==> src/rtl/mult_seq.sv <==
// Sequential shift-add multiplier with signed/unsigned mode.
// One accumulate-and-shift step per clock over WIDTH cycles, then a
// sign-fix cycle that loads the 2*WIDTH-bit product into HI/LO.
module mult_seq #(
    parameter int WIDTH = 32
) (
    input  logic             clk_i,
    input  logic             rst_ni,
    input  logic             start_i,
    input  logic             signed_i,
    input  logic [WIDTH-1:0] a_i,
    input  logic [WIDTH-1:0] b_i,
    output logic             busy_o,
    output logic             done_o,
    output logic [WIDTH-1:0] hi_o,
    output logic [WIDTH-1:0] lo_o
);

    localparam int CNT_W = $clog2(WIDTH + 1);

    typedef enum logic [1:0] {
        S_IDLE = 2'd0,
        S_CALC = 2'd1,
        S_FIX  = 2'd2,
        S_DONE = 2'd3
    } state_t;

    state_t               state_q;
    logic [WIDTH-1:0]     mcnd_q;
    logic [WIDTH-1:0]     mplr_q;
    logic [2*WIDTH-1:0]   acc_q;
    logic [CNT_W-1:0]     cnt_q;
    logic                 neg_q;
    logic                 busy_q;
    logic                 done_q;
    logic [WIDTH-1:0]     hi_q;
    logic [WIDTH-1:0]     lo_q;

    logic [WIDTH-1:0]     a_mag_d;
    logic [WIDTH-1:0]     b_mag_d;
    logic                 neg_d;
    logic [WIDTH:0]       sum_d;
    logic [2*WIDTH-1:0]   acc_d;
    logic [2*WIDTH-1:0]   prod_d;
    logic                 cnt_last_d;
    logic                 accept_d;

    // Operand capture, one shift-add step and final sign fix-up
    always_comb begin
        a_mag_d    = (signed_i && a_i[WIDTH-1]) ? (~a_i + 1'b1) : a_i;
        b_mag_d    = (signed_i && b_i[WIDTH-1]) ? (~b_i + 1'b1) : b_i;
        neg_d      = signed_i & (a_i[WIDTH-1] ^ b_i[WIDTH-1]);
        // Upper half plus multiplicand keeps its carry in bit WIDTH
        sum_d      = mplr_q[0] ? ({1'b0, acc_q[2*WIDTH-1:WIDTH]} + {1'b0, mcnd_q})
                               : {1'b0, acc_q[2*WIDTH-1:WIDTH]};
        acc_d      = {sum_d, acc_q[WIDTH-1:1]};
        prod_d     = neg_q ? (~acc_q + 1'b1) : acc_q;
        cnt_last_d = (cnt_q == CNT_W'(WIDTH - 1));
        accept_d   = start_i && ((state_q == S_IDLE) || (state_q == S_DONE));
    end

    // Control FSM with registered BUSY/DONE/HI/LO
    always_ff @(posedge clk_i or negedge rst_ni) begin
        if (!rst_ni) begin
            state_q <= S_IDLE;
            mcnd_q  <= '0;
            mplr_q  <= '0;
            acc_q   <= '0;
            cnt_q   <= '0;
            neg_q   <= 1'b0;
            busy_q  <= 1'b0;
            done_q  <= 1'b0;
            hi_q    <= '0;
            lo_q    <= '0;
        end else begin
            case (state_q)
                S_IDLE, S_DONE: begin
                    done_q <= 1'b0;
                    if (accept_d) begin
                        mcnd_q  <= a_mag_d;
                        mplr_q  <= b_mag_d;
                        neg_q   <= neg_d;
                        acc_q   <= '0;
                        cnt_q   <= '0;
                        busy_q  <= 1'b1;
                        state_q <= S_CALC;
                    end else begin
                        busy_q  <= 1'b0;
                        state_q <= S_IDLE;
                    end
                end
                S_CALC: begin
                    acc_q  <= acc_d;
                    mplr_q <= mplr_q >> 1;
                    cnt_q  <= cnt_q + CNT_W'(1);
                    if (cnt_last_d) begin
                        state_q <= S_FIX;
                    end
                end
                S_FIX: begin
                    hi_q    <= prod_d[2*WIDTH-1:WIDTH];
                    lo_q    <= prod_d[WIDTH-1:0];
                    busy_q  <= 1'b0;
                    done_q  <= 1'b1;
                    state_q <= S_DONE;
                end
                default: begin
                    busy_q  <= 1'b0;
                    done_q  <= 1'b0;
                    state_q <= S_IDLE;
                end
            endcase
        end
    end

    assign busy_o = busy_q;
    assign done_o = done_q;
    assign hi_o   = hi_q;
    assign lo_o   = lo_q;

endmodule

==> config.mk <==
export PLATFORM = sky130hd
export DESIGN_NAME = mult_seq
export DESIGN_NICKNAME = d
export VERILOG_FILES = /design/src/rtl/mult_seq.sv
export SDC_FILE = /design/constraint.sdc
export NUM_CORES = 1
export LEC_CHECK = 0
export CORE_ASPECT_RATIO = 1.75
export CORE_UTILIZATION = 52
export DETAILED_ROUTE_END_ITERATION = 7
export GPL_ROUTABILITY_DRIVEN = 1
export PLACE_DENSITY = 0.77
export SETUP_SLACK_MARGIN = 0.05
export SLEW_MARGIN = 20
export SYNTH_ARGS = -nofsm -noshare
export SYNTH_HDL_FRONTEND = slang
export SYNTH_SLANG_ARGS = --single-unit
==> constraint.sdc <==
create_clock -name clk_i -period 2.7 [get_ports clk_i]
set_input_delay 0.405 -clock clk_i [delete_from_list [all_inputs] [get_ports clk_i]]
set_output_delay 0.405 -clock clk_i [all_outputs]
set_load 0.05 [all_outputs]
== After elaboration in Yosys (flattened, before gate mapping) ==
Cells that the tools add are included.

* Bits in registers: 203
* Bits of input ports: 68
* Output and inout bits: 66
* Logic and storage cells: 52

* $add $sub $neg: 5
* Eq/ne operators: 6
* Muxes and demuxes: 16
* Bitwise operators: 5
* Reduce and logical (&&, ||, !) cells: 10

{| class="wikitable"
|+ Operator list
! kind !! count
|-
| 64-bit two-way mux || 2
|-
| 64-bit case mux with 2 select lines || 1
|-
| 32-bit two-way mux || 3
|-
| 32-bit by 1-bit adder with 32-bit output, second input constant || 2
|-
| 64-bit by 1-bit adder with 64-bit output, second input constant || 1
|-
| 32-bit NOT || 2
|-
| 64-bit NOT || 1
|-
| 32-bit case mux with 2 select lines || 1
|-
| 32-bit by 32-bit adder with 33-bit output || 1
|-
| 33-bit two-way mux || 1
|-
| 6-bit case mux with 2 select lines || 1
|-
| 6-bit by 1-bit adder with 6-bit output, second input constant || 1
|-
| 6-bit by 5-bit equality test with 1-bit output, second input constant || 1
|-
| 6-bit two-way mux || 1
|-
| 2-bit case mux with 3 select lines || 1
|-
| 2-bit equality test, second input constant || 2
|-
| 2-bit != test, second input constant || 2
|-
| 1-bit case mux with 2 select lines || 2
|-
| 2-bit AND reduction || 2
|-
| 2-bit nonzero test || 2
|-
| 1-bit logical AND || 3
|-
| 2-bit by 1-bit equality test with 1-bit output, second input constant || 1
|-
| 2-bit zero test || 1
|-
| 1-bit two-way mux || 2
|-
| other kinds (5) || 5
|}

== Longest topological paths before layout ==
Gate-level depths: netlist of the first run.

* Depth after elaboration: 5
* Gate-level depth with buffers: 11

== Least setup slack after synthesis of the first run ==
No wires, ideal clock.

* Kind: reg-to-reg
* Start: register acc_q[3]
* End: register hi_q[21] (netlist: hi_o[21])
* Library setup time: 0.125 ns
* Data arrival time: 2.529 ns
* Data required time: 2.575 ns
* Slack: 0.046 ns
* Stages on the path, launching flop included: 10
* Cell sequence: dfrtp_1 buf_6 or4_4 nor3_2 nand3_2 or3_4 o41ai_4 nand2_1 xor2_1 mux2_4

* Longest elaborated chain between the ends: 3

{| class="wikitable"
|+ RTL lines
! what !! RTL line !! text
|-
| start, declared || 31 || <nowiki>logic [2*WIDTH-1:0] acc_q;</nowiki>
|-
| start signal, assigned || 68 || <nowiki>acc_q <= '0;</nowiki>
|-
| start signal, assigned || 83 || <nowiki>acc_q <= '0;</nowiki>
|-
| start signal, assigned || 93 || <nowiki>acc_q <= acc_d;</nowiki>
|-
| 64-bit NOT || 57 || <nowiki>prod_d = neg_q ? (~acc_q + 1'b1) : acc_q;</nowiki>
|-
| 64-bit by 1-bit adder with 64-bit output || 57 ||
|-
| 64-bit two-way mux || 57 ||
|-
| end signal, assigned || 101 || <nowiki>hi_q <= prod_d[2*WIDTH-1:WIDTH];</nowiki>
|-
| end, declared || 36 || <nowiki>logic [WIDTH-1:0] hi_q;</nowiki>
|}

No other way between the ends.
A chain may end at the register's enable or synchronous reset.

== Worst setup path in the final report of the first run ==
* Start: register acc_q[13]
* End: register hi_q[19] (netlist: hi_o[19])

The elaborated chain is that of the path after synthesis.

==> run metrics, run 1 <==
largest net degree at the start of global routing 73; Syn. warnings 0; Final min period 2.81 ns; CTS tree done; routing usage on met2 52.0%; NumNets Final 1801; fin. max-slew vios 0; vias per std cell 5.86; Buffers on Ports 133; post-route ant nets 0; Crit. Startpoint acc_q[13]; routability congestion estimate 0.907; synth unique cells 65; synthesized flop and latch total about 200; min-delay worst type in2async; final instance area 16100 sq um; Final Hold Fails 0; most frequent CP cell or3_4; Pleak approximately 7.3 nW; post-layout total power 0.0200 W; Die Span Y slightly above 200 microns; routed vias 11790; Data required, critical path between 3 and 4 ns; grt total ovfl 0; clk buf depth 3; Finish-stage setup viols 10; violated checks setup timing; initial antenna violation count 0; CTS root buf clkbuf_16; CP max stage cell or4_4; Synth Area per Inst 8.51 sq um; Worst Skew 0.00881 ns; Mapped Cells 1460; power per cell area 1240 nW/um^2; DPL Wire Length 24.2 mm; vias in the first global route ~12000; wire per inst around 17 microns; H-tree depth 1; Worst-Margin Slew 0.789 ns; GR Util met1 30.3%; Max-cap violations 0; Initial Util between 50 and 60%; Remaining DRCs 0; Post-synth ARST share 100%; worst setup margin -0.109 ns; crit path kind reg2reg; Worst-Skew Late Latency 0.51 ns; max incr delay on CP about 0.57 ns; register area share after synthesis 40.9%; fmax approximately 0.36 GHz; fraction of layout cells with a size suffix above 1 16.3%; syn nets 1568; row cnt between 70 and 80; Reg clk slew, reported paths 0.07 ns; Crit Path Max Fanout 5; unrepaired setup endpoints after global routing true; RR Startpoint acc_q[13]; GRT met3 Usage 2.40%; Core Footprint 23400 sq um; fillers 1821; starting DRC count in detailed routing 840; IO Pins 134; DRT Pass-1 Iters 5; Setup crit end kind flop; IR drop worst, VDD between 0.7 and 0.8 mV; Slew headroom 47.4%; Detailed Route WL 33.6 mm; final period utilization 104%; Synth Cell Area roughly 12000 sq um; crit path DAT between 3 and 4 ns; status complete, but fails checks; Area after DPL ~15000 sq um; Total GRT Usage 27.3%; CTS Sinks 203; Num CTS Buffers 21; final core area utilization 68.9%; Synth Flop Type dfrtp_1; Area Overhead vs Synth 30.0%; die area 24500 sq um; Die X 119 microns; Ant. Diodes 0; critical path, cell by cell or4_4 > nor3_4 > nand3_4 > or3_4 > or3_4 > o31ai_4 > xor2_1 > a21oi_1; number of synthesized flops with an enable pin 0; worst slack, placed -0.339 ns; wire length of the first global-routing pass roughly 55 mm; global routing's busiest layer met2; crit path launch type flop
stage by stage:
step	setup TNS [ns]	std cells	hold slack (ns)
global route	-1.57	2012	0.508
floorplan	0	1460	0.109
global placement	-2.02	1964	0.461
CTS	-0.0751	2005	0.484
detailed placement	-3.43	1964	0.471
finish	-0.604	2012	0.474
timing repair:
action	4_1_cts	5_1_grt
hold endpoints to repair	68	0
gates resized for setup	20	57
setup buffers	2	7
pin swaps	4	41
hold buffers	1	0
endpoints found under the setup margin	21	35
routing by layer:
layer,part of all wire (%),vias up
li1,-,5623
met1,38,5673
met2,54,390
met3,3.9,104
met4,4.0,0
met5,0,-
sequential cells by signal (all words and copies together), names as in the netlist:
name,flops
neg_q,1
busy_o,1
cnt_q,6
lo_o,32
hi_o,32
mcnd_q,32
done_o,1
mplr_q,32
state_q,2
acc_q,64
layout by cell type, fill, tap and decap left out, drive strengths merged, types with 5 or more instances in the layout:
| master | instances |
|---|---|
| nor2 | 137 |
| mux2 | 5 |
| clkdlybuf4s50 | 132 |
| inv | 33 |
| o21ai | 148 |
| xor2 | 95 |
| clkbuf | 28 |
| o41ai | 14 |
| a21oi | 153 |
| dfrtp | 203 |
| or3 | 18 |
| a22oi | 20 |
| mux2i | 17 |
| xnor2 | 51 |
| a21o | 15 |
| and2 | 10 |
| nand4 | 13 |
| buf | 159 |
| nor3 | 25 |
| nand2 | 202 |
| nand2b | 8 |
| o21a | 8 |
| o21bai | 5 |
| nor4 | 11 |
| or4 | 12 |
| o31ai | 28 |
| a31oi | 6 |
| nand3 | 48 |
| nor2b | 5 |
| clkinv | 7 |
| ha | 39 |
| o221ai | 6 |
cell usage after synthesis (all sizes together), types with 4 or more instances:
library cell  instances  area [sq um]
a21o                 15           113
dfrtp               203          5080
mux2                  5          67.6
or4                  12           109
o21bai                5          37.5
a22oi                20           150
a21oi               153           766
nor2b                 5          31.3
o31ai                28           238
nor4                 11          81.3
nor2                137           514
o21a                  8          60.1
nand2b                8          50.1
o41ai                14           141
a32oi                 4          35.0
xor2                 95           832
nand4                13          81.3
o211ai                4          30.0
inv                  31           116
nand2               202           758
nor3                 25           141
buf                  10          45.0
xnor2                51           447
ha                   39           488
and2                 10          62.6
mux2i                17           170
nand3                48           245
or3                  18           123
o21ai               148           744
a31oi                 6          37.5
o221ai                6          52.6
or2                   4          25.0
clkbuf               73           274
power breakdown:
group,leakage (nW),internal [W],switching (W)
combinational,4.37,0.00459,0.00738
sequential,2.59,0.00421,0.000921
clock,0.342,0.00165,0.00125
kinds of logic after synthesis:
family,Yosys count,synth area share [%]
AOI/OAI and AO/OA,433,20.9
xor gates and xnor gates,146,10.3
adders and majority gates,40,4.09
buffers and inverters,114,3.51
DFF,203,40.9
muxes,22,1.91
and+or+nand+nor,502,18.4
path summary, 6_finish.rpt:
kind | end | slack, ns | cells past startpoint
setup / recovery | hi_o[19] | -0.11 | 8
hold / removal | lo_o[5] | 0.47 | 2
setup reg to reg | hi_o[19] | -0.11 | 8
hold reg to reg | mplr_q[12] | 0.48 | 2
max in group asynchronous | mcnd_q[13] | 1.47 | 3
min in group clk_i | mplr_q[12] | 0.48 | 2
layout make-up:
type | count | area (sq um) | area share, %
Inverter | 31 | 116 | 0.721
Sequential cell | 203 | 5090 | 31.5
Timing Repair Buffer | 293 | 2610 | 16.1
Clock buffer | 27 | 588 | 3.64
Multi-Input combinational cell | 1143 | 7280 | 45.1
Clock inverter | 11 | 92.6 | 0.574
Tap cell | 304 | 380 | 2.36
critical path, delay by kind of cell, from the launching register on:
family,cells,cell delay (ns)
flip-flops,1,0.39
AO/OA/AOI/OAI,2,0.29
XOR/XNOR,1,0.19
AND/OR/NAND/NOR,5,1.83
Power figures use the tool's default switching activity.
==> inputs of run 2 (changes only) <==
--- a/config.mk
+++ b/config.mk
@@ -5,7 +5,7 @@
 export SDC_FILE = /design/constraint.sdc
 export NUM_CORES = 1
 export LEC_CHECK = 0
-export CORE_ASPECT_RATIO = 1.75
+export CORE_ASPECT_RATIO = 1.5
 export CORE_UTILIZATION = 52
 export DETAILED_ROUTE_END_ITERATION = 7
 export GPL_ROUTABILITY_DRIVEN = 1
==> run 2 against run 1 <==
  * The run still ends with setup timing left
  * Worst hold slack worse by 0.0019 ns
  * Highest routed layer unchanged
  * Clock-buffer cell count is 2 lower
  * Worst setup slack improved by 0.079 ns
  * Sequential share of layout area is 0.17 points higher
  * First-iteration DRC count shrank 39%
==> run metrics, run 2 (same netlist as run 1, synthesis figures left out) <==
IR drop worst, VDD 0.735 mV (was 0.787 mV); Die X 128 microns (was 119 microns); Buffers on Ports 133 (unchanged); Worst R2R Path Depth 8 (unchanged); Worst-Skew Late Latency 0.51 ns (about the same); Area after DPL 15100 sq um (was 15000 sq um); min-delay worst type in2async (unchanged); CTS tree done (unchanged); IO Pins 134 (unchanged); DPL Wire Length 22.9 mm (was 24.2 mm); wire length of the first global-routing pass 52.0 mm (was 54.8 mm); Largest register FFs 64 (unchanged); most frequent cells in the layout dfrtp_1 (201), nand2_1 (197), a21oi_1 (148), buf_4 (144), nor2_1 (137) (was dfrtp_1 (198), nand2_1 (197), buf_4 (153), a21oi_1 (149), nor2_1 (135)); CTS Sinks 203 (unchanged); final instance area 16000 sq um (was 16100 sq um); routability congestion estimate 0.865 (was 0.907); vias per std cell 5.64 (was 5.86); Max-cap violations 0 (unchanged); Reg clk slew, reported paths 0.07 ns (about the same); die area 24500 sq um (about the same); clk buf depth 3 (unchanged); Final Hold Fails 0 (unchanged); R2R setup slack -0.03 ns (was -0.11 ns); Detailed Route WL 31.3 mm (was 33.6 mm); Setup crit end kind flop (unchanged); power per cell area 1230 nW/um^2 (was 1240 nW/um^2); RR Startpoint acc_q[3] (was acc_q[13]); crit path kind reg2reg (unchanged); violated checks setup timing (unchanged); CTS root buf clkbuf_16 (unchanged); H-tree depth 1 (unchanged); Num CTS Buffers 21 (unchanged); Data required, critical path 3.07 ns (was 3.09 ns); routed vias 11354 (was 11790); wire per inst 15.6 microns (was 16.7 microns); Finish-stage setup viols 3 (was 10); row cnt 68 (was 74); fraction of layout cells with a size suffix above 1 15.0% (was 16.3%); Core Footprint 23200 sq um (was 23400 sq um); worst setup margin -0.0308 ns (was -0.109 ns); grt total ovfl 0 (unchanged); Final min period 2.73 ns (was 2.81 ns); largest net degree at the start of global routing 86 (was 73); Total GRT Usage 25.9% (was 27.3%); Die Span Y 191 microns (was 206 microns); crit path launch type flop (unchanged); Remaining DRCs 0 (unchanged); setup_tns -0.0728 ns (was -0.604 ns); fillers 1836 (was 1821); DRT Pass-1 Iters 5 (unchanged); Pleak 7.30 nW (about the same); Crit Path Max Fanout 4 (was 5); status complete, but fails checks (unchanged); fin. max-slew vios 0 (unchanged); crit path DAT 3.10 ns (was 3.20 ns); starting DRC count in detailed routing 512 (was 840); unrepaired setup endpoints after global routing true (unchanged); post-route ant nets 0 (unchanged); NumNets Final 1794 (was 1801); Ant. Diodes 0 (unchanged); fmax 0.366 GHz (was 0.356 GHz); initial antenna violation count 0 (unchanged); Worst-Margin Slew 0.647 ns (was 0.789 ns); Area Overhead vs Synth 29.2% (was 30.0%); Worst R2R End hi_o[19] (unchanged); leading cell type in the layout, fill and taps excluded dfrtp_1 (unchanged); Initial Util 53.5% (was 53.0%); final period utilization 101% (was 104%); Top reg by flops acc_q (unchanged); vias in the first global route 11178 (was 11714); Worst Skew 0.0222 ns (was 0.00881 ns); Slew headroom 56.9% (was 47.4%)
==> run 2: worst max-delay path by stage <==
stage / slack (ns) / startpoint / depth (start not counted) / to
4_1_cts: -0.04 / acc_q[3] / 8 / hi_o[19]
6_report: -0.03 / acc_q[3] / 8 / hi_o[19]
2_1_floorplan: 0.05 / acc_q[13] / 8 / hi_o[21]
3_5_place_dp: -0.33 / b_i[12] / 9 / mplr_q[30]
3_3_place_gp: -0.29 / b_i[12] / 9 / mplr_q[20]
5_1_grt: -0.14 / acc_q[25] / 9 / hi_o[26]
==> run 2: layout make-up <==
type                            count  area (sq um)  share of cell area (%)
Timing Repair Buffer              286          2590                    16.1
Clock buffer                       25           571                    3.56
Tap cell                          315           394                    2.46
Inverter                           31           116                   0.725
Multi-Input combinational cell   1143          7150                    44.6
Clock inverter                     10           143                   0.889
Sequential cell                   203          5080                    31.7
==> run 2: repair_timing <==
action,4_1_cts,5_1_grt
hold endpoints to repair,66,0
buffers inserted,2,4
hold buffers,1,0
endpoints found under the setup margin,20,31
pin swaps,9,14
gates resized for setup,11,39
==> run 2: routing by layer <==
layer	global-route usage, %	part of all wire (%)	vias to the layer above	wire length, microns
li1	-	-	5612	-
met1	31.6	42	5394	13000
met2	47.3	52	277	16300
met3	2.16	3.5	71	1090
met4	8.96	3.0	0	935
met5	0	0	-	0
==> run 2: stage by stage <==
stage          setup slack, ns  cells  util [%]  power (W)  hold slack [ns]
3_5_place_dp            -0.326   1971      64.9     0.0161            0.455
2_1_floorplan           0.0518   1460         -     0.0124            0.109
6_report               -0.0308   2013      69.1     0.0197            0.472
4_1_cts                -0.0446   2009      68.2     0.0193            0.483
5_1_grt                 -0.142   2013      69.1     0.0210            0.502
3_3_place_gp            -0.286   1971      64.9     0.0159            0.452
==> run 2: critical path, cell delays in order (launching register included) <==
cell and delay (ns):
dfrtp_1 0.38, or4_4 0.59, nor3_4 0.16, nand3_2 0.15, or3_4 0.43, or3_4 0.42
o31ai_4 0.19, xor2_1 0.17, a21oi_1 0.08
==> run 2: report_power, final <==
group          internal, W  switching [W]  leakage [nW]
clock network      0.00180        0.00121         0.355
registers          0.00421       0.000890          2.59
logic              0.00448        0.00707          4.35
==> inputs of run 3 (changes only) <==
--- a/config.mk
+++ b/config.mk
@@ -6,10 +6,10 @@
 export NUM_CORES = 1
 export LEC_CHECK = 0
 export CORE_ASPECT_RATIO = 1.5
-export CORE_UTILIZATION = 52
+export CORE_UTILIZATION = 45
 export DETAILED_ROUTE_END_ITERATION = 7
 export GPL_ROUTABILITY_DRIVEN = 1
-export PLACE_DENSITY = 0.77
+export PLACE_DENSITY = 0.68
 export SETUP_SLACK_MARGIN = 0.05
 export SLEW_MARGIN = 20
 export SYNTH_ARGS = -nofsm -noshare
==> run 3 against run 2 <==
  * The flow now finishes without violations
  * Via count down 0.52%
  * Non-clock buffer count is 9 higher
  * Utilization shrank 9.9 points
  * Sequential share of layout area down 0.11 points
  * Critical path depth grew 1
  * Fmax is 1.7% higher
  * Die area grew 15%
  * Worst hold slack better by 0.0040 ns
  * Cell area is 0.40% higher
  * Sequential power barely moved
  * Routed wire length rose by 2.9%
  * Clock power down 7.3%
  * Largest cell class unchanged
==> run metrics, run 3 (same netlist as run 1, synthesis figures left out) <==
status finished, final reports clean (was complete, but fails checks); Clk pwr share 14.4% (was 15.3%); initial antenna violation count 0 (unchanged); Setup crit end kind flop (unchanged); sequential cell fraction of total power 26.3% (was 25.9%); Remaining DRCs 0 (unchanged); M1 WL 13.8 mm (was 13.0 mm); crit path kind reg2reg (unchanged); switching pwr 0.00915 W (was 0.00917 W); wire length of the first global-routing pass 53.4 mm (was 52.0 mm); min-delay worst type reg2reg (was in2async); leading cell type in the layout, fill and taps excluded dfrtp_1 (unchanged); Detailed Route WL 32.3 mm (was 31.3 mm); Reg clk slew, reported paths 0.06 ns (was 0.07 ns); vias per std cell 5.50 (was 5.64); post-layout total power 0.0194 W (was 0.0197 W); grt total ovfl 0 (unchanged); wire per inst 15.7 microns (was 15.6 microns); routability congestion estimate 0.906 (was 0.865); Total GRT Usage 23.4% (was 25.9%); Worst-Margin Slew 0.734 ns (was 0.647 ns); Cell Count, Final, Fillers Out 2052 (was 2013); CTS Sinks 203 (unchanged); largest net degree at the start of global routing 83 (was 86); Pleak 7.30 nW (about the same); Routed met2 length 16.4 mm (was 16.3 mm); H-tree depth 1 (unchanged); Cells after DPL 2002 (was 1971); Sw Share 47.1% (was 46.6%); row cnt 74 (was 68); CTS root buf clkbuf_16 (unchanged); Final Hold Fails 0 (unchanged); power per cell area 1210 nW/um^2 (was 1230 nW/um^2); setup_tns 0 ns (was -0.0728 ns); Initial Util 45.6% (was 53.5%); Worst Skew 0.00561 ns (was 0.0222 ns); die area 28300 sq um (was 24500 sq um); CTS tree done (unchanged); Ant. Diodes 0 (unchanged); DPL Wire Length 23.9 mm (was 22.9 mm); Core Footprint 27200 sq um (was 23200 sq um); met3 routed WL 1.03 mm (was 1.09 mm); post-route ant nets 0 (unchanged); Area Overhead vs Synth 29.7% (was 29.2%); Worst-Skew Late Latency 0.51 ns (about the same); Largest register FFs 64 (unchanged); Max-cap violations 0 (unchanged); fmax 0.372 GHz (was 0.366 GHz); Final min period 2.68 ns (was 2.73 ns); Top reg by flops acc_q (unchanged); fin. max-slew vios 0 (unchanged); Data required, critical path 3.08 ns (was 3.07 ns); fraction of layout cells with a size suffix above 1 15.6% (was 15.0%); routed vias 11295 (was 11354); Die Span Y 205 microns (was 191 microns); DR top layer met4 (unchanged); Comb pwr share 59.3% (was 58.7%); crit path launch type flop (unchanged); DRT Pass-1 Iters 5 (unchanged); most frequent cells in the layout dfrtp_1 (199), nand2_1 (198), buf_4 (155), a21oi_1 (147), o21ai_0 (138) (was dfrtp_1 (201), nand2_1 (197), a21oi_1 (148), buf_4 (144), nor2_1 (137)); NumNets Final 1803 (was 1794); Crit Path Max Fanout 3 (was 4); IO Pins 134 (unchanged); Internal 0.0103 W (was 0.0105 W); Die X 138 microns (was 128 microns); Slew headroom 51.0% (was 56.9%); starting DRC count in detailed routing 525 (was 512); Finish-stage setup viols 0 (was 3); clk buf depth 3 (unchanged); final period utilization 99.4% (was 101%); crit path DAT 3.06 ns (was 3.10 ns); IR drop worst, VDD 0.881 mV (was 0.735 mV); unrepaired setup endpoints after global routing true (unchanged); Buffers on Ports 133 (unchanged); Num CTS Buffers 21 (unchanged); vias in the first global route 11013 (was 11178)
## run 3: cell types whose count changed in the layout (fill, tap and decap cells not counted), sizes merged
cell / delta
buf: +9
bufinv: -3
clkinv: -2
inv: -2
clkbuf: +10
## run 3: final timing paths
check / start / to / slack [ns] / depth (start not counted)
worst min-delay path: mplr_q[10] / mplr_q[10] / 0.48 / 2
worst min register to register: mplr_q[10] / mplr_q[10] / 0.48 / 2
worst max-delay path: acc_q[25] / hi_o[30] / 0.02 / 9
max in group asynchronous: rst_ni / acc_q[39] / 1.43 / 3
worst max register to register: acc_q[25] / hi_o[30] / 0.02 / 9
min in group asynchronous: rst_ni / lo_o[8] / 0.50 / 2
## run 3: final cells by class
cell class	instances	area, sq um
multi-input cells	1143	7200
inverters	31	116
flip-flops and latches	203	5080
fillers	2434	11100
clock buffers	35	638
repair buffers	295	2620
well taps	342	428
clock inverters	3	22.5
## run 3: worst max-delay path, stage by stage, from the launching register on
cell and delay [ns]:
dfrtp_1 0.38, or4_4 0.55, nor4_4 0.23, buf_4 0.18, and4_4 0.22, nand4_1 0.17
or3_4 0.39, o21ai_2 0.15, xor2_1 0.19, a21oi_1 0.09
## run 3: what timing repair did
item                                    in CTS  in global routing
buffers inserted                             3                  8
pin swaps                                   10                 24
endpoints found under the hold margin       79                  0
hold buffers                                 1                  0
endpoints found under the setup margin      16                 29
resized for setup                           14                 46
## run 3: metrics by stage
step	hold WS, ns	util, %	worst slack, ns	area [sq um]
3_5_place_dp	0.472	55.4	-0.288	15100
4_1_cts	0.485	58.2	0.00192	15800
5_1_grt	0.512	59.2	-0.116	16100
3_3_place_gp	0.461	55.4	-0.299	15100
2_1_floorplan	0.109	-	0.0518	12400
6_report	0.476	59.2	0.0151	16100
## run 3: routing by layer
| layer | track usage, % | vias up |
|---|---|---|
| met1 | 29.0 | 5369 |
| met4 | 8.63 | 0 |
| met3 | 1.80 | 58 |
| met2 | 41.9 | 232 |
| li1 | - | 5636 |
| met5 | 0 | - |
## run 3: power groups by stage
stage          registers (W)  clock network [W]  logic [W]
6_report             0.00511            0.00280     0.0115
2_1_floorplan        0.00656                  0    0.00582
3_5_place_dp         0.00513                  0     0.0110
4_1_cts              0.00508            0.00286     0.0111
5_1_grt              0.00525            0.00298     0.0126
3_3_place_gp         0.00509                  0     0.0108
